==> config.mk <==
export PLATFORM = sky130hd
export DESIGN_NAME = wb_arbiter_flat
export DESIGN_NICKNAME = d
export VERILOG_FILES = /design/src/rtl/wb_arbiter_if.sv /design/src/rtl/wb_arbiter.sv /design/src/flat_wrapper.sv
export SDC_FILE = /design/constraint.sdc
export NUM_CORES = 1
export LEC_CHECK = 0
export CAP_MARGIN = 20
export CORE_ASPECT_RATIO = 0.7
export CORE_MARGIN = 4
export CORE_UTILIZATION = 35
export CTS_BUF_LIST = sky130_fd_sc_hd__clkbuf_16
export DETAILED_ROUTE_END_ITERATION = 10
export PLACE_DENSITY_LB_ADDON = 0.08
export SLEW_MARGIN = 10
export SYNTH_ARGS = -nofsm -noshare
export SYNTH_HDL_FRONTEND = slang
export SYNTH_SLANG_ARGS = --single-unit
==> constraint.sdc <==
create_clock -name clk_i -period 1.87 [get_ports clk_i]
set_input_delay 0.4675 -clock clk_i [delete_from_list [all_inputs] [get_ports clk_i]]
set_output_delay 0.4675 -clock clk_i [all_outputs]
set_load 0.01 [all_outputs]
==> src/rtl/wb_arbiter_if.sv <==
// Bundle of the writeback arbiter's request, scoreboard and regfile-port signals.
// The arbiter takes the slave view; requesters and the regfile side take the master view.
interface wb_arbiter_if #(
    parameter int XLEN = 32
);
    logic            alu_valid_i;
    logic [4:0]      alu_rd_i;
    logic [XLEN-1:0] alu_data_i;
    logic            alu_ready_o;
    logic            lsu_valid_i;
    logic [4:0]      lsu_rd_i;
    logic [XLEN-1:0] lsu_data_i;
    logic            lsu_ready_o;
    logic            issue_valid_i;
    logic [4:0]      issue_rd_i;
    logic [4:0]      r1_addr_i;
    logic [4:0]      r2_addr_i;
    logic            r1_busy_o;
    logic            r2_busy_o;
    logic [4:0]      w_addr_o;
    logic            we_o;
    logic [XLEN-1:0] wdata_o;

    modport slave (
        input  alu_valid_i, alu_rd_i, alu_data_i,
        input  lsu_valid_i, lsu_rd_i, lsu_data_i,
        input  issue_valid_i, issue_rd_i, r1_addr_i, r2_addr_i,
        output alu_ready_o, lsu_ready_o, r1_busy_o, r2_busy_o,
        output w_addr_o, we_o, wdata_o
    );

    modport master (
        output alu_valid_i, alu_rd_i, alu_data_i,
        output lsu_valid_i, lsu_rd_i, lsu_data_i,
        output issue_valid_i, issue_rd_i, r1_addr_i, r2_addr_i,
        input  alu_ready_o, lsu_ready_o, r1_busy_o, r2_busy_o,
        input  w_addr_o, we_o, wdata_o
    );
endinterface

==> src/rtl/wb_arbiter.sv <==
// Regfile write-port arbiter (ALU vs LSU with anti-starvation) and in-flight load scoreboard.
// Define WB_ARB_SCOREBOARD_EN to build the pending-load scoreboard; otherwise busy covers only the registered write.
module wb_arbiter #(
    parameter int XLEN         = 32,
    parameter int STARVE_LIMIT = 3
) (
    input  logic          clk_i,
    input  logic          reset_i,
    wb_arbiter_if.slave   bus
);
    localparam logic [2:0] LIMIT = 3'(STARVE_LIMIT);

    logic            lsu_prio;
    logic            alu_grant;
    logic            lsu_grant;
    logic [2:0]      starve_cnt;
    logic            we_p1;
    logic [4:0]      w_addr_p1;
    logic [XLEN-1:0] wdata_p1;
    logic            r1_pend;
    logic            r2_pend;

    function automatic logic busy_of(input logic [4:0] addr, input logic pend,
                                     input logic we, input logic [4:0] w_addr);
        return (addr != 5'd0) && (pend || (we && (w_addr == addr)));
    endfunction

    // Grants depend only on the valids and the starve counter, never on ready.
    always_comb begin
        lsu_prio  = (starve_cnt == LIMIT);
        lsu_grant = bus.lsu_valid_i && (lsu_prio || !bus.alu_valid_i);
        alu_grant = bus.alu_valid_i && !lsu_grant;
    end

    assign bus.alu_ready_o = alu_grant;
    assign bus.lsu_ready_o = lsu_grant;

    always_ff @(posedge clk_i) begin
        if (reset_i) begin
            starve_cnt <= 3'd0;
        end else if (!bus.lsu_valid_i || lsu_grant) begin
            starve_cnt <= 3'd0;
        end else if (starve_cnt != LIMIT) begin
            starve_cnt <= starve_cnt + 3'd1;
        end
    end

    // ---- stage p1: registered regfile write port ----
    always_ff @(posedge clk_i) begin
        if (reset_i) begin
            we_p1     <= 1'b0;
            w_addr_p1 <= 5'd0;
            wdata_p1  <= '0;
        end else if (alu_grant) begin
            we_p1     <= (bus.alu_rd_i != 5'd0);
            w_addr_p1 <= bus.alu_rd_i;
            wdata_p1  <= bus.alu_data_i;
        end else if (lsu_grant) begin
            we_p1     <= (bus.lsu_rd_i != 5'd0);
            w_addr_p1 <= bus.lsu_rd_i;
            wdata_p1  <= bus.lsu_data_i;
        end else begin
            we_p1     <= 1'b0;
        end
    end

    assign bus.we_o     = we_p1;
    assign bus.w_addr_o = w_addr_p1;
    assign bus.wdata_o  = wdata_p1;

`ifdef WB_ARB_SCOREBOARD_EN
    logic [31:0] pending;
    logic [31:0] pending_nxt;

    // Set is applied after clear so a same-cycle reissue to the returning rd stays pending.
    always_comb begin
        pending_nxt = pending;
        if (lsu_grant) pending_nxt[bus.lsu_rd_i] = 1'b0;
        if (bus.issue_valid_i) pending_nxt[bus.issue_rd_i] = 1'b1;
        pending_nxt[0] = 1'b0;
    end

    always_ff @(posedge clk_i) begin
        if (reset_i) pending <= '0;
        else         pending <= pending_nxt;
    end

    assign r1_pend = pending[bus.r1_addr_i];
    assign r2_pend = pending[bus.r2_addr_i];
`else
    logic issue_unused;
    assign issue_unused = ^{bus.issue_valid_i, bus.issue_rd_i};
    assign r1_pend = 1'b0;
    assign r2_pend = 1'b0;
`endif

    assign bus.r1_busy_o = busy_of(bus.r1_addr_i, r1_pend, we_p1, w_addr_p1);
    assign bus.r2_busy_o = busy_of(bus.r2_addr_i, r2_pend, we_p1, w_addr_p1);
endmodule

==> src/flat_wrapper.sv <==
// flat-port wrapper written by rule: the top's interface ports become plain ports
module wb_arbiter_flat 
#(
    parameter int XLEN         = 32,
    parameter int STARVE_LIMIT = 3
)
  (clk_i, reset_i, bus_alu_valid_i, bus_alu_rd_i, bus_alu_data_i, bus_lsu_valid_i, bus_lsu_rd_i, bus_lsu_data_i, bus_issue_valid_i, bus_issue_rd_i, bus_r1_addr_i, bus_r2_addr_i, bus_alu_ready_o, bus_lsu_ready_o, bus_r1_busy_o, bus_r2_busy_o, bus_w_addr_o, bus_we_o, bus_wdata_o);
  wb_arbiter_if #(.XLEN(XLEN)) bus_i ();
  input  logic clk_i;
  input  logic reset_i;
  input wire logic [$bits(bus_i.alu_valid_i)-1:0] bus_alu_valid_i;
  input wire logic [$bits(bus_i.alu_rd_i)-1:0] bus_alu_rd_i;
  input wire logic [$bits(bus_i.alu_data_i)-1:0] bus_alu_data_i;
  input wire logic [$bits(bus_i.lsu_valid_i)-1:0] bus_lsu_valid_i;
  input wire logic [$bits(bus_i.lsu_rd_i)-1:0] bus_lsu_rd_i;
  input wire logic [$bits(bus_i.lsu_data_i)-1:0] bus_lsu_data_i;
  input wire logic [$bits(bus_i.issue_valid_i)-1:0] bus_issue_valid_i;
  input wire logic [$bits(bus_i.issue_rd_i)-1:0] bus_issue_rd_i;
  input wire logic [$bits(bus_i.r1_addr_i)-1:0] bus_r1_addr_i;
  input wire logic [$bits(bus_i.r2_addr_i)-1:0] bus_r2_addr_i;
  output wire logic [$bits(bus_i.alu_ready_o)-1:0] bus_alu_ready_o;
  output wire logic [$bits(bus_i.lsu_ready_o)-1:0] bus_lsu_ready_o;
  output wire logic [$bits(bus_i.r1_busy_o)-1:0] bus_r1_busy_o;
  output wire logic [$bits(bus_i.r2_busy_o)-1:0] bus_r2_busy_o;
  output wire logic [$bits(bus_i.w_addr_o)-1:0] bus_w_addr_o;
  output wire logic [$bits(bus_i.we_o)-1:0] bus_we_o;
  output wire logic [$bits(bus_i.wdata_o)-1:0] bus_wdata_o;
  assign bus_i.alu_valid_i = bus_alu_valid_i;
  assign bus_i.alu_rd_i = bus_alu_rd_i;
  assign bus_i.alu_data_i = bus_alu_data_i;
  assign bus_i.lsu_valid_i = bus_lsu_valid_i;
  assign bus_i.lsu_rd_i = bus_lsu_rd_i;
  assign bus_i.lsu_data_i = bus_lsu_data_i;
  assign bus_i.issue_valid_i = bus_issue_valid_i;
  assign bus_i.issue_rd_i = bus_issue_rd_i;
  assign bus_i.r1_addr_i = bus_r1_addr_i;
  assign bus_i.r2_addr_i = bus_r2_addr_i;
  assign bus_alu_ready_o = bus_i.alu_ready_o;
  assign bus_lsu_ready_o = bus_i.lsu_ready_o;
  assign bus_r1_busy_o = bus_i.r1_busy_o;
  assign bus_r2_busy_o = bus_i.r2_busy_o;
  assign bus_w_addr_o = bus_i.w_addr_o;
  assign bus_we_o = bus_i.we_o;
  assign bus_wdata_o = bus_i.wdata_o;
  wb_arbiter #(.XLEN(XLEN), .STARVE_LIMIT(STARVE_LIMIT)) u_core (.clk_i(clk_i), .reset_i(reset_i), .bus(bus_i));
endmodule
== Yosys cells after proc, flatten, opt, wreduce, memory -nomap -nowiden ==
Cells that the tools add are included.

* Register bits: 41
* Latch bits: 0
* RAM bits: 0
* Memory bits (read-only): 0
* Input port bits: 94
* Output and inout bits: 42
* Word-level logic and storage cells: 32
* Memories: 0

* $add $sub $neg: 1
* Multiply operators: 0
* Divide/modulo/power cells: 0
* $lt $le $gt $ge: 0
* Equal/unequal tests: 4
* Shifts and indexed selects: 0
* Mux-type cells: 6
* Bitwise gates (word level): 0
* Reductions and logical operators: 17

{| class="wikitable"
|+ Operator list
! cell !! number
|-
| 32-bit 2-to-1 mux || 2
|-
| 5-bit nonzero test || 4
|-
| 5-bit == test || 2
|-
| 5-bit 2-to-1 mux || 2
|-
| 1-bit logical AND || 6
|-
| 3-bit by 1-bit adder with 3-bit output (second input constant) || 1
|-
| 3-bit by 2-bit == test with 1-bit output (second input constant) || 1
|-
| 1-bit logical NOT || 3
|-
| 3-bit by 2-bit inequality test with 1-bit output (second input constant) || 1
|-
| 1-bit logical OR || 2
|-
| 1-bit 2-to-1 mux || 2
|-
| 2-bit nonzero test || 1
|-
| 2-bit OR reduction || 1
|}

== Depth between registers and ports, before layout ==
Gate-level depths: netlist of the first run.

* Depth after elaboration: 6
* Depth in mapped cells: 8
* Mapped depth without buffers: 6

== Worst setup path before layout of the first run ==
No wires, ideal clock.

* Path kind: register -> output
* Start point: register u_core.starve_cnt[0]
* End point: output bus_alu_ready_o
* Data arrival time: 1.105 ns
* Required time: 1.402 ns
* Slack: 0.298 ns
* Stages on the path, launching flop included: 6
* Buffers on the path: 1
* Cell sequence: dfxtp_1 -> ha_1 -> ha_1 -> a21bo_2 -> inv_2 -> buf_2

* Word-level cells in the longest chain between the ends: 5

{| class="wikitable"
|+ Ends and longest elaborated chain
! item !! RTL line !! text
|-
| start, declared || wb_arbiter.sv:16 || <nowiki>logic [2:0] starve_cnt;</nowiki>
|-
| start signal, assigned || wb_arbiter.sv:44 || <nowiki>starve_cnt <= starve_cnt + 3'd1;</nowiki>
|-
| 3-bit by 2-bit == test with 1-bit output || wb_arbiter.sv:30 || <nowiki>lsu_prio = (starve_cnt == LIMIT);</nowiki>
|-
| 1-bit logical OR || wb_arbiter.sv:31 || <nowiki>lsu_grant = bus.lsu_valid_i && (lsu_prio || !bus.alu_valid_i);</nowiki>
|-
| 1-bit logical AND || wb_arbiter.sv:31 ||
|-
| 1-bit logical NOT || wb_arbiter.sv:32 || <nowiki>alu_grant = bus.alu_valid_i && !lsu_grant;</nowiki>
|-
| 1-bit logical AND || wb_arbiter.sv:32 ||
|-
| end, declared || flat_wrapper.sv:21 || <nowiki>output wire logic [$bits(bus_i.alu_ready_o)-1:0] bus_alu_ready_o;</nowiki>
|}

No other way between the ends.

== Worst setup path in the final report of the first run ==
* Start point: input bus_r2_addr_i[1]
* End point: output bus_r2_busy_o

* Word-level cells in the longest chain between the ends: 3
* Elaborated cells between the ends (all ways): 4
* Those cells by class: eq/ne (1); reduce/logical (3)

{| class="wikitable"
|+ Ends and longest elaborated chain
! item !! RTL line !! text
|-
| start, declared || flat_wrapper.sv:20 || <nowiki>input wire logic [$bits(bus_i.r2_addr_i)-1:0] bus_r2_addr_i;</nowiki>
|-
| 5-bit == test || wb_arbiter.sv:25 || <nowiki>return (addr != 5'd0) && (pend || (we && (w_addr == addr)));</nowiki>
|-
| 1-bit logical AND || wb_arbiter.sv:25 ||
|-
| 1-bit logical AND (*) || wb_arbiter.sv:25 ||
|-
| end, declared || flat_wrapper.sv:24 || <nowiki>output wire logic [$bits(bus_i.r2_busy_o)-1:0] bus_r2_busy_o;</nowiki>
|}

Every way passes the cells marked *; elsewhere a longest branch is shown, timed or not.

==> impl_metrics.tcl, run 1 <==
set metrics [dict create \
    status "finished clean" \
    cts_buffers 5 \
    ys_seq_area_share_pct 39.1 \
    drc 0 \
    avgViaCountPerCell 4.82 \
    dieArea_um2 7310 \
    reg2reg_depth 7 \
    grt_pass1_vias 2082 \
    syn_to_final_growth_pct 73.2 \
    period_minus_slack_ns 1.86 \
    clock-sinks 41 \
    cts_tree "done" \
    synth_seq_cells 41 \
    synth_nets 343 \
    p_leak_nw 1.42 \
    synth_most_common_cell "nand2_1" \
    io_pins 136 \
    cp_slowest_stage_delay_ns 0.39 \
    tns_ns 0 \
    wl_mm 6.60 \
    crit_fanout 2 \
    netlist.area_leader.share_pct 39.1 \
    r2r-end "u_core.bus.wdata_o[31]" \
    grt_max_degree 39 \
    finalCritPeriodShare_pct 99.3 \
    finalHoldViolCount 0 \
    core_area_um2 5760 \
    slew_violations 0 \
    finalClockSkew_ns 0.00348 \
    power_density_nw_per_um2 661 \
    syn_area_um2 2100 \
    h-tree-depth 2 \
    relSlewSlack_pct 73.1 \
    grt_setup_unrepaired "no" \
    switching_share_pct 25.2 \
    clkPwrFrac_pct 32.8 \
    start_util_pct 36.4 \
    crit_arrival_ns 1.39 \
    yosys.area.top_type "dfxtp_1" \
    power.share.sequential_pct 41.0 \
    r2r_setup_slack_ns 0.10 \
    cts.path.max_buffers 2 \
    crit_type "input port to output pin" \
    overflow 0 \
    grtUsageTotal_pct 17.7 \
    grt_pass1_wl_mm 10.2 \
    path_cells "dlygate4sd2_1 > o41ai_2 > a211oi_2 > buf_2" \
    nFillCells 540 \
    min-delay-start "u_core.starve_cnt[0]" \
    holdPathEnd "u_core.starve_cnt[0]" \
    hp-class "register to register" \
    setup_ws_ns 0.0138 \
    final_nets 470 \
    antennaDiodeCount 0 \
    hold_ws_ns 0.407 \
    ir_drop_mv 0.487 \
    cap_violations 0 \
    clk_pin_slew_worst_paths_ns 0.06 \
    end_kind "output pin" \
    drive_above_1_share_pct 17.4 \
    hpwl_mm 4.85 \
    placementRows 23 \
    cts-root-buf "clkbuf_16" \
    die_height_um 72.8 \
    min_path_cells 1 \
    antenna_found_initial 0 \
    dr.pass1.iters 5 \
    synth_edf_count 0 \
    switchingPower_w 0.000605 \
    multi_input_area_um2 1180 \
    synth_flop_cell "dfxtp_1" \
    fin_cells 449 \
    drtIter0Drc 53 \
    critPathRequiredTime_ns 1.40 \
    finalSetupViolCount 0 \
    max_clock_freq_mhz 539 \
    r2r-start "u_core.starve_cnt[0]" \
    intPower_w 0.00180 \
    dp_slack_ns -0.608 \
    cp-start-kind "input port" \
    seq_area_um2 825 \
    async_flop_share_pct 0 \
    worstMarginPinSlew_ns 0.404 \
    postRouteAntennaNets 0 \
    wl_per_cell_um 14.7 \
    finalWeightedCongestion 0.771 \
    synth_common_cells "68 x nand2_1, 42 x nor2_1, 41 x dfxtp_1, 20 x a311oi_2, 17 x a311oi_1" \
    portBuffers 129 \
    clkLatencyLatePin_ns 0.27 \
    combPwrFrac_pct 26.2 \
    synth-warning-count 0 \
    final_util_pct 63.1 \
    syn_area_per_cell_um2 8.49 \
    dp_cells 442 \
    synth.distinct_cells 28 \
    synthTopCellsByArea "dfxtp_1 39%, a311oi_2 14%, nand2_1 12%, nor2_1 7.5%, a311oi_1 7.1%" \
    cts-hold-fix-buffers 0 \
    slowest_stage "o41ai_2" \
    syn_inst 247 \
    die_w_um 101 \
    cts_setup_buffers 0 \
    num_vias 2163 \
]
==> cell type report <==
| class | instances | share of cell area, % |
|---|---|---|
| clock inverters | 2 | 0.207 |
| repair buffers | 140 | 38.2 |
| inverters | 3 | 0.310 |
| well taps | 75 | 2.58 |
| multi-input cells | 183 | 32.6 |
| flip-flops and latches | 41 | 22.7 |
| clock buffers | 5 | 3.45 |
==> power groups by stage <==
stage | Combinational [W] | Sequential, W | Clock (W)
floorplan | 0.000230 | 0.00103 | 0
global placement | 0.000626 | 0.000999 | 0
detailed placement | 0.000633 | 0.00100 | 0
CTS | 0.000632 | 0.000983 | 0.000811
global route | 0.000678 | 0.000994 | 0.000843
finish | 0.000629 | 0.000984 | 0.000787
==> critical path, delay by kind of cell <==
family	cells	cell delay [ns]
AOI/OAI and AO/OA	2	0.50
buffers and inverters	2	0.42
==> metal layers <==
layer,track usage [%],vias up,share of wire [%]
li1,-,1110,-
met1,21.7,968,44
met2,30.2,81,46
met3,5.83,4,9.6
met4,4.19,0,0.65
met5,0,-,0
==> placed cells by master (no fill, tap or decap), types with 5 or more instances in the layout <==
| master | Yosys | layout |
|---|---|---|
| nand2_1 | 68 | 68 |
| dfxtp_1 | 41 | 38 |
| xnor2_1 | 8 | 8 |
| buf_4 | 4 | 7 |
| a311oi_2 | 20 | 20 |
| dlygate4sd2_1 | 0 | 10 |
| clkdlybuf4s50_1 | 0 | 112 |
| nor2_1 | 42 | 41 |
| nand2_2 | 10 | 10 |
| a311oi_1 | 17 | 17 |
| clkbuf_16 | 0 | 5 |
==> worst max-delay path by stage <==
stage,startpoint,to,slack (ns)
after global routing,u_core.starve_cnt[0],bus_lsu_ready_o,0.001
after floorplan,u_core.starve_cnt[0],bus_alu_ready_o,0.30
after CTS,bus_r1_addr_i[4],bus_r1_busy_o,-0.06
after global placement,bus_r2_addr_i[1],bus_r2_busy_o,-0.56
final,bus_r2_addr_i[1],bus_r2_busy_o,0.01
after detailed placement,bus_r1_addr_i[1],bus_r1_busy_o,-0.61
==> sequential cells by signal (all words and copies together), names as in the netlist <==
register             cells
u_core.bus.w_addr_o      5
u_core.bus.wdata_o      32
u_core.starve_cnt        3
u_core.bus.we_o          1
==> kinds of logic (layout without fill, tap and decap cells) <==
family	after synthesis	in the layout	share of synthesized area [%]
AND/OR/NAND/NOR	128	128	25.2
flip-flops	41	41	39.1
AO/OA/AOI/OAI	45	45	24.3
XOR/XNOR	8	8	3.34
adder cells (fa/ha/maj)	2	2	1.19
buffers and inverters	23	150	6.86
==> stage by stage <==
step / total power (W) / cell area (um^2)
3_5_place_dp: 0.00163 / 3460
2_1_floorplan: 0.00126 / 2100
5_1_grt: 0.00251 / 3630
3_3_place_gp: 0.00163 / 3460
4_1_cts: 0.00243 / 3600
6_report: 0.00240 / 3630
==> what timing repair did <==
| action | 4_1_cts | 5_1_grt |
|---|---|---|
| pin swaps | 3 | 5 |
| resized for setup | 34 | 10 |
| gates cloned | 0 | 0 |
| endpoints found under the hold margin | 0 | 0 |
| endpoints found under the setup margin | 14 | 6 |
Power figures use the tool's default switching activity.
==> run 2, diff against run 1 <==
--- a/config.mk
+++ b/config.mk
@@ -11,6 +11,7 @@
 export CORE_UTILIZATION = 35
 export CTS_BUF_LIST = sky130_fd_sc_hd__clkbuf_16
 export DETAILED_ROUTE_END_ITERATION = 10
+export DONT_BUFFER_PORTS = 1
 export PLACE_DENSITY_LB_ADDON = 0.08
 export SLEW_MARGIN = 10
 export SYNTH_ARGS = -nofsm -noshare
==> impl_metrics.tcl, run 2 (same netlist as run 1, synthesis figures left out) <==
set metrics [dict create \
    status "finished clean" \
    clk_pin_slew_worst_paths_ns 0.06 \
    drc 0 \
    cts_tree "done" \
    finalClockSkew_ns 0.00264 \
    total_power_w 0.00208 \
    cp-start-kind "register" \
    dr.pass1.iters 4 \
    finalSetupViolCount 0 \
    p_leak_nw 0.865 \
    clkLatencyLatePin_ns 0.27 \
    finalCritPeriodShare_pct 96.6 \
    slowest_stage "dfxtp_2" \
    hold_ws_ns 0.259 \
    slew_violations 0 \
    hp-class "input port to register" \
    die_height_um 72.8 \
    max_clock_freq_mhz 554 \
    period_minus_slack_ns 1.81 \
    grt_pass1_wl_mm 8.42 \
    h-tree-depth 2 \
    syn_to_final_growth_pct 9.90 \
    tns_ns 0 \
    grt_max_degree 43 \
    ir_drop_mv 0.378 \
    overflow 0 \
    clock-sinks 41 \
    power_density_nw_per_um2 901 \
    crit_family "adder cells" \
    antenna_found_initial 0 \
    avgViaCountPerCell 5.27 \
    cap_violations 0 \
    dpl-instance-area_um2 2120 \
    grt_setup_unrepaired "no" \
    path_buf_inv 2 \
    crit_arrival_ns 1.34 \
    path_cells "ha_2 > ha_4 > a21bo_4 > inv_2 > buf_6" \
    cts.path.max_buffers 2 \
    cts-root-buf "clkbuf_16" \
    placementRows 23 \
    mostFrequentLayoutCell "nand2_1" \
    cts_buffers 5 \
    cp_slowest_stage_delay_ns 0.32 \
    drtIter0Drc 67 \
    wl_mm 5.33 \
    grtUsageTotal_pct 14.5 \
    finalWeightedCongestion 0.691 \
    largest_reg_flops 32 \
    hpwl_mm 3.97 \
    end_kind "output pin" \
    final_util_pct 40.0 \
    critPathRequiredTime_ns 1.40 \
    core_area_um2 5760 \
    worstMarginPinSlew_ns 0.464 \
    antennaDiodeCount 0 \
    start_util_pct 36.4 \
    crit_type "register to output pin" \
    portBuffers 0 \
    drive_above_1_share_pct 21.4 \
    relSlewSlack_pct 69.0 \
    die_w_um 101 \
    wl_per_cell_um 16.8 \
    crit_fanout 5 \
    final_nets 338 \
    postRouteAntennaNets 0 \
    num_vias 1677 \
    nFillCells 621 \
    finalHoldViolCount 0 \
    dieArea_um2 7310 \
    stdcell_area_um2 2300 \
    layout_common_cells "68 x nand2_1, 42 x nor2_1, 40 x dfxtp_1" \
    cts-hold-fix-buffers 0 \
    grt_pass1_vias 1663 \
    io_pins 136 \
]
==> run 2: cell count changes in the layout (fill, tap and decap cells not counted), moves of 2 or more <==
cell,delta
dfxtp_1,+2
dlygate4sd2_1,-10
buf_2,-4
o41ai_1,+2
dfxtp_2,-2
clkdlybuf4s50_1,-112
buf_12,-2
o41ai_2,-2
==> run 2: worst paths after layout <==
kind / slack, ns / end / cells past startpoint / start
max: 0.06 / bus_alu_ready_o / 5 / u_core.starve_cnt[0]
min: 0.26 / u_core.bus.we_o / 1 / reset_i
max reg2reg: 0.24 / u_core.bus.wdata_o[31] / 8 / u_core.starve_cnt[0]
min reg2reg: 0.40 / u_core.starve_cnt[0] / 1 / u_core.starve_cnt[0]
==> run 2: per-stage QoR <==
| step | std cells | worst slack (ns) |
|---|---|---|
| 4_1_cts | 317 | -0.0243 |
| 5_1_grt | 318 | 0.00624 |
| 3_3_place_gp | 309 | 0.261 |
| 6_report | 318 | 0.0636 |
| 2_1_floorplan | 247 | 0.298 |
| 3_5_place_dp | 309 | 0.242 |
==> run 2: cell type report <==
class	instances	area [um^2]	share of cell area, %
Clock buffer	5	125	5.43
Clock inverter	3	12.5	0.543
Inverter	3	11.3	0.489
Multi-Input combinational cell	183	1160	50.5
Sequential cell	41	822	35.7
Tap cell	75	93.8	4.07
Timing Repair Buffer	8	76.3	3.31
==> run 2: timing repair <==
item / CTS / global route
setup buffers: 0 / 1
pin swaps: 0 / 2
resized for setup: 3 / 5
setup endpoints to repair: 3 / 2
==> run 2: layer usage <==
layer	GRT usage [%]	wire, um	up-vias
li1	-	-	849
met1	19.4	2470	752
met2	20.8	2180	74
met3	7.07	651	2
met4	3.59	32	0
met5	0	0	-
==> run 2: power by group <==
group	internal (W)	leakage [nW]	switching, W
Combinational	0.000115	0.455	0.000128
Sequential	0.000941	0.341	0.0000855
Clock	0.000482	0.0687	0.000323
==> RTL edit 1, RTL diff (config.mk and constraints of run 2) <==
`XLEN` is set to 32 in 3 places; all go to 48.
--- a/src/rtl/wb_arbiter_if.sv
+++ b/src/rtl/wb_arbiter_if.sv
@@ -1,7 +1,7 @@
 // Bundle of the writeback arbiter's request, scoreboard and regfile-port signals.
 // The arbiter takes the slave view; requesters and the regfile side take the master view.
 interface wb_arbiter_if #(
-    parameter int XLEN = 32
+    parameter int XLEN = 48
 );
     logic            alu_valid_i;
     logic [4:0]      alu_rd_i;
--- a/src/rtl/wb_arbiter.sv
+++ b/src/rtl/wb_arbiter.sv
@@ -1,7 +1,7 @@
 // Regfile write-port arbiter (ALU vs LSU with anti-starvation) and in-flight load scoreboard.
 // Define WB_ARB_SCOREBOARD_EN to build the pending-load scoreboard; otherwise busy covers only the registered write.
 module wb_arbiter #(
-    parameter int XLEN         = 32,
+    parameter int XLEN         = 48,
     parameter int STARVE_LIMIT = 3
 ) (
     input  logic          clk_i,
--- a/src/flat_wrapper.sv
+++ b/src/flat_wrapper.sv
@@ -1,7 +1,7 @@
 // flat-port wrapper written by rule: the top's interface ports become plain ports
 module wb_arbiter_flat 
 #(
-    parameter int XLEN         = 32,
+    parameter int XLEN         = 48,
     parameter int STARVE_LIMIT = 3
 )
   (clk_i, reset_i, bus_alu_valid_i, bus_alu_rd_i, bus_alu_data_i, bus_lsu_valid_i, bus_lsu_rd_i, bus_lsu_data_i, bus_issue_valid_i, bus_issue_rd_i, bus_r1_addr_i, bus_r2_addr_i, bus_alu_ready_o, bus_lsu_ready_o, bus_r1_busy_o, bus_r2_busy_o, bus_w_addr_o, bus_we_o, bus_wdata_o);
Ports: changed (resized bus_alu_data_i, bus_lsu_data_i and bus_wdata_o); port bits go from 136 to 184. No check against the original RTL was run, so the function may have changed too.
==> RTL edit 1 against run 2 <==
  * Setup slack better by 0.0041 ns
  * Die area rose by 46%
  * Area after synthesis grew 51%
  * Sequential cell count grew 16
  * Wire length is 57% higher
  * Design area grew 55%
  * Total power grew 63%
  * Register-to-register slack got worse by 0.05 ns
  * Combinational power up 68%
==> RTL edit 1: results (changes against run 2) <==
stage,metric,value,unit,change
outcome,status,"complete, no violations",,unchanged
place,dp.cells,439,,was 309
floorplan,n_tap_cell,120,,was 75
final_layout,largest_reg_flops,48,,was 32
route,wl,8360,um,was 5330 um
final_layout,seq_area,1150,sq um,was 822 sq um
logic_synthesis,synthCells,336,,was 247
power_and_ir_drop,p_clk_share,45.6,%,was 38.8%
route,wl_met2,3870,um,was 2180 um
logic_synthesis,ys_types,25,,was 28
grt,met1_usage,18.7,%,was 19.4%
timing,relSlewSlack,75.5,%,was 69.0%
route,wl_per_cell,18.2,um,was 16.8 um
grt,grtUsageTotal,15.9,%,was 14.5%
final_layout,multi_input_cells,247,,was 183
final_layout,fillCellCount,873,,was 621
place,gp_congestion,0.648,,was 0.691
final_layout,buffers_excl_clock,13,,was 8
power_and_ir_drop,ir_drop,325,uV,was 378 uV
logic_synthesis,synthTopCellsByArea,"dfxtp_1 (36%), a311oi_2 (25%), nand2_2 (9.5%)",,"was dfxtp_1 (39%), a311oi_2 (14%), nand2_1 (12%)"
timing,hold_ws,0.206,ns,was 0.259 ns
final_layout,clk_share,7.86,%,was 5.97%
logic_synthesis,synth_common_cells,"nand2_1 (62), nor2_1 (58), dfxtp_1 (57)",,"was nand2_1 (68), nor2_1 (42), dfxtp_1 (41)"
power_and_ir_drop,switching_power,0.000869,W,was 0.000537 W
final_layout,final_nets,461,,was 338
final_layout,clkbuf_count,9,,was 5
final_layout,drive_gt1_share,42.0,%,was 21.4%
cts,cts.sinks,57,,was 41
final_layout,multi_input_area_share,50.4,%,was 50.5%
critical_path,r2r_slack,0.19,ns,was 0.24 ns
final_layout,layout.nonclk_buf_share,4.24,%,was 3.31%
grt,grt_max_degree,56,,was 43
route,routed-via-count,2405,,was 1677
route,wl_met3,1050,um,was 651 um
power_and_ir_drop,pg_comb,0.000408,W,was 0.000243 W
grt,met2_usage,25.5,%,was 20.8%
grt,grt_use_met3,8.59,%,was 7.07%
route,drtIter0Drc,117,,was 67
-- RTL edit 1: cell count changes in the layout (fill, tap and decap cells not counted), sizes merged --
cell           run 2  this run
buf                8        13
a311oi            37        53
dfxtp             41        57
inv                3         8
bufinv             0         1
clkbuf             5         9
nand2             78       110
nor2              42        58
-- RTL edit 1: through the flow --
stage | setup slack, ns | cell area (sq um)
after global placement | 0.153 | 3210
after detailed placement | 0.142 | 3210
after CTS | 0.00381 | 3540
after floorplan | 0.208 | 3170
after global routing | 0.00718 | 3570
final | 0.0677 | 3570
-- RTL edit 1: path summary, 6_finish.rpt --
| path | to |
|---|---|
| max | bus_alu_ready_o |
| max reg2reg | u_core.bus.wdata_o[39]$_SDFFE_PP0P_ |
| min reg2reg | u_core.starve_cnt[0]$_SDFFE_PP0N_ |
| min | u_core.bus.wdata_o[21]$_SDFFE_PP0P_ |
-- RTL edit 1: worst reg2reg max path, cell delays in order (launching register included) --
cell      delay, ns
dfxtp_2        0.32
ha_2           0.18
ha_4           0.13
a21bo_4        0.18
buf_4          0.19
buf_6          0.22
nand2_1        0.10
a311oi_2       0.26
-- RTL edit 1: repair_timing --
action | CTS | global route
cloned | 2 | 0
endpoints found under the setup margin | 4 | 26
hold buffers | 0 | 0
setup buffers | 1 | 0
resized for setup | 5 | 8
pin swaps | 1 | 2
-- RTL edit 1: cell families after synthesis --
| kind of cell | Yosys count | synth area share [%] |
|---|---|---|
| AOI/OAI and AO/OA | 61 | 27.0 |
| xor gates and xnor gates | 8 | 2.21 |
| adders and majority gates | 2 | 0.789 |
| buffers and inverters | 32 | 8.68 |
| DFF | 57 | 36.0 |
| and+or+nand+nor | 176 | 25.3 |
==> RTL edit 2, RTL diff (flow settings as in run 2) <==
Made on the original files. The option `WB_ARB_SCOREBOARD_EN` is turned on by a define.
--- a/src/rtl/wb_arbiter.sv
+++ b/src/rtl/wb_arbiter.sv
@@ -1,5 +1,7 @@
 // Regfile write-port arbiter (ALU vs LSU with anti-starvation) and in-flight load scoreboard.
 // Define WB_ARB_SCOREBOARD_EN to build the pending-load scoreboard; otherwise busy covers only the registered write.
+`define WB_ARB_SCOREBOARD_EN
+
 module wb_arbiter #(
     parameter int XLEN         = 32,
     parameter int STARVE_LIMIT = 3
Behaviour: not the same (Yosys sat finds a counterexample within 4 cycles, from zero or initial values and one cycle with reset_i high).
==> RTL edit 2 against run 2 <==
  * The flow now finishes with violations (setup timing)
  * First-iteration DRC count grew to 4.2 times the old value
  * Design area grew 92%
  * Area after synthesis grew 82%
  * Wire length grew 120%
  * Worst hold slack lost 0.056 ns
  * Sequential cell count grew 31
  * Die area grew 73%
  * Count of clock-buffer cells in the layout grew 4
  * Setup slack lost 0.39 ns
  * Total power grew 82%
  * Largest cell class unchanged
  * Register-to-register slack lost 0.15 ns
==> RTL edit 2: results (changes against run 2) <==
stage,metric,value,unit,change
grt,grtUsageTotal,19.3,%,was 14.5%
final_layout,drive_gt1_share,14.8,%,was 21.4%
place,dp.cells,554,,was 309
power_and_ir_drop,switching_share,24.9,%,was 25.9%
route,drtIter0Drc,281,,was 67
logic_synthesis,syn-num-nets,522,,was 343
power_and_ir_drop,power_frac_comb,10.2,%,was 11.7%
cts,worstSkewPairLatency,0.33,ns,was 0.27 ns
logic_synthesis,synth_common_cells,"dfxtp_1 (72), nor2_1 (47), mux2i_1 (41), nand2_1 (41), a211oi_1 (38)",,"was nand2_1 (68), nor2_1 (42), dfxtp_1 (41)"
power_and_ir_drop,power.total,0.00377,W,was 0.00208 W
route,wl_met3,1170,um,was 651 um
cts,cts_resized,10,,was 3
logic_synthesis,ys_types,47,,was 28
critical_path,cp_max_fo,3,,was 5
logic_synthesis,synthTopCellsByArea,"dfxtp_1 (38%), mux2i_1 (11%), a211oi_1 (7.5%)",,"was dfxtp_1 (39%), a311oi_2 (14%), nand2_1 (12%)"
logic_synthesis,synthCells,426,,was 247
route,avgViaCountPerCell,5.70,,was 5.27
outcome,status,finished with violations,,"was complete, no violations"
grt,met2_usage,27.0,%,was 20.8%
grt,grt_use_met3,7.49,%,was 7.07%
timing,worst_slack,-0.324,ns,was 0.0636 ns
route,wl_met2,4870,um,was 2180 um
place,preCtsSetupSlack,-0.244,ns,was 0.242 ns
outcome,violations,setup timing,,
logic_synthesis,yosysSeqAreaShare,37.7,%,was 39.1%
cts,numCtsBuffers,9,,was 5
power_and_ir_drop,seqPwrFrac,45.1,%,was 49.5%
grt,grt_max_degree,71,,was 43
final_layout,layout.cells.non_filler,574,,was 318
cts,cts_setup_buffers,1,,was 0
timing,relSlewSlack,63.6,%,was 69.0%
timing,fin_skew,0.00572,ns,was 0.00264 ns
route,wl_met1,5730,um,was 2470 um
cts,h-tree-depth,3,,was 2
critical_path,arrival,1.73,ns,was 1.34 ns
timing,setup_violations,2,,was 0
grt,met1_usage,27.3,%,was 19.4%
critical_path,crit_family,multiplexers,,was adder cells
route,wl,11900,um,was 5330 um
place,gp_congestion,0.825,,was 0.691
[RTL edit 2: cell count changes after synthesis, moves of 20 or more]
cell             run 2  this run
mux2i_1              0        41
a211oi_1             2        38
o21ai_0              0        32
a21oi_1              1        32
dfxtp_1             41        72
nand2_1             68        41
a311oi_2            20         0
[RTL edit 2: worst paths after layout]
kind	start	endpoint	slack, ns
min	reset_i	u_core.bus.wdata_o[9]$_SDFFE_PP0P_	0.20
max reg2reg	u_core.starve_cnt[0]$_SDFFE_PP0N_	u_core.bus.wdata_o[9]$_SDFFE_PP0P_	0.09
max	u_core.pending[13]$_SDFF_PP0_	bus_r1_busy_o	-0.32
min reg2reg	u_core.starve_cnt[0]$_SDFFE_PP0N_	u_core.starve_cnt[0]$_SDFFE_PP0N_	0.42
[RTL edit 2: through the flow]
stage | area (sq um) | hold slack (ns) | setup TNS, ns
after global routing | 4420 | 0.187 | -0.746
after floorplan | 3850 | 0.397 | -0.352
after global placement | 3970 | 0.406 | -0.363
after detailed placement | 3970 | 0.413 | -0.389
after CTS | 4390 | 0.187 | -0.643
final | 4420 | 0.203 | -0.626
[RTL edit 2: cells by family after synthesis]
group	count (synthesis)	synth area share (%)
adder cells (fa/ha/maj)	2	0.655
flip-flops	72	37.7
AO/OA/AOI/OAI	117	18.9
AND/OR/NAND/NOR	129	16.1
XOR/XNOR	8	1.83
buffers and inverters	40	4.88
multiplexers	58	19.9
[RTL edit 2: cell type report]
| cell class | instances | area (sq um) |
|---|---|---|
| inverter | 6 | 22.5 |
| sequential | 72 | 1450 |
| clock buffer | 9 | 225 |
| tap | 148 | 185 |
| clock inverter | 7 | 62.6 |
| multi-input combinational | 314 | 2250 |
| timing repair buffer | 18 | 223 |
| fill | 1049 | 6090 |
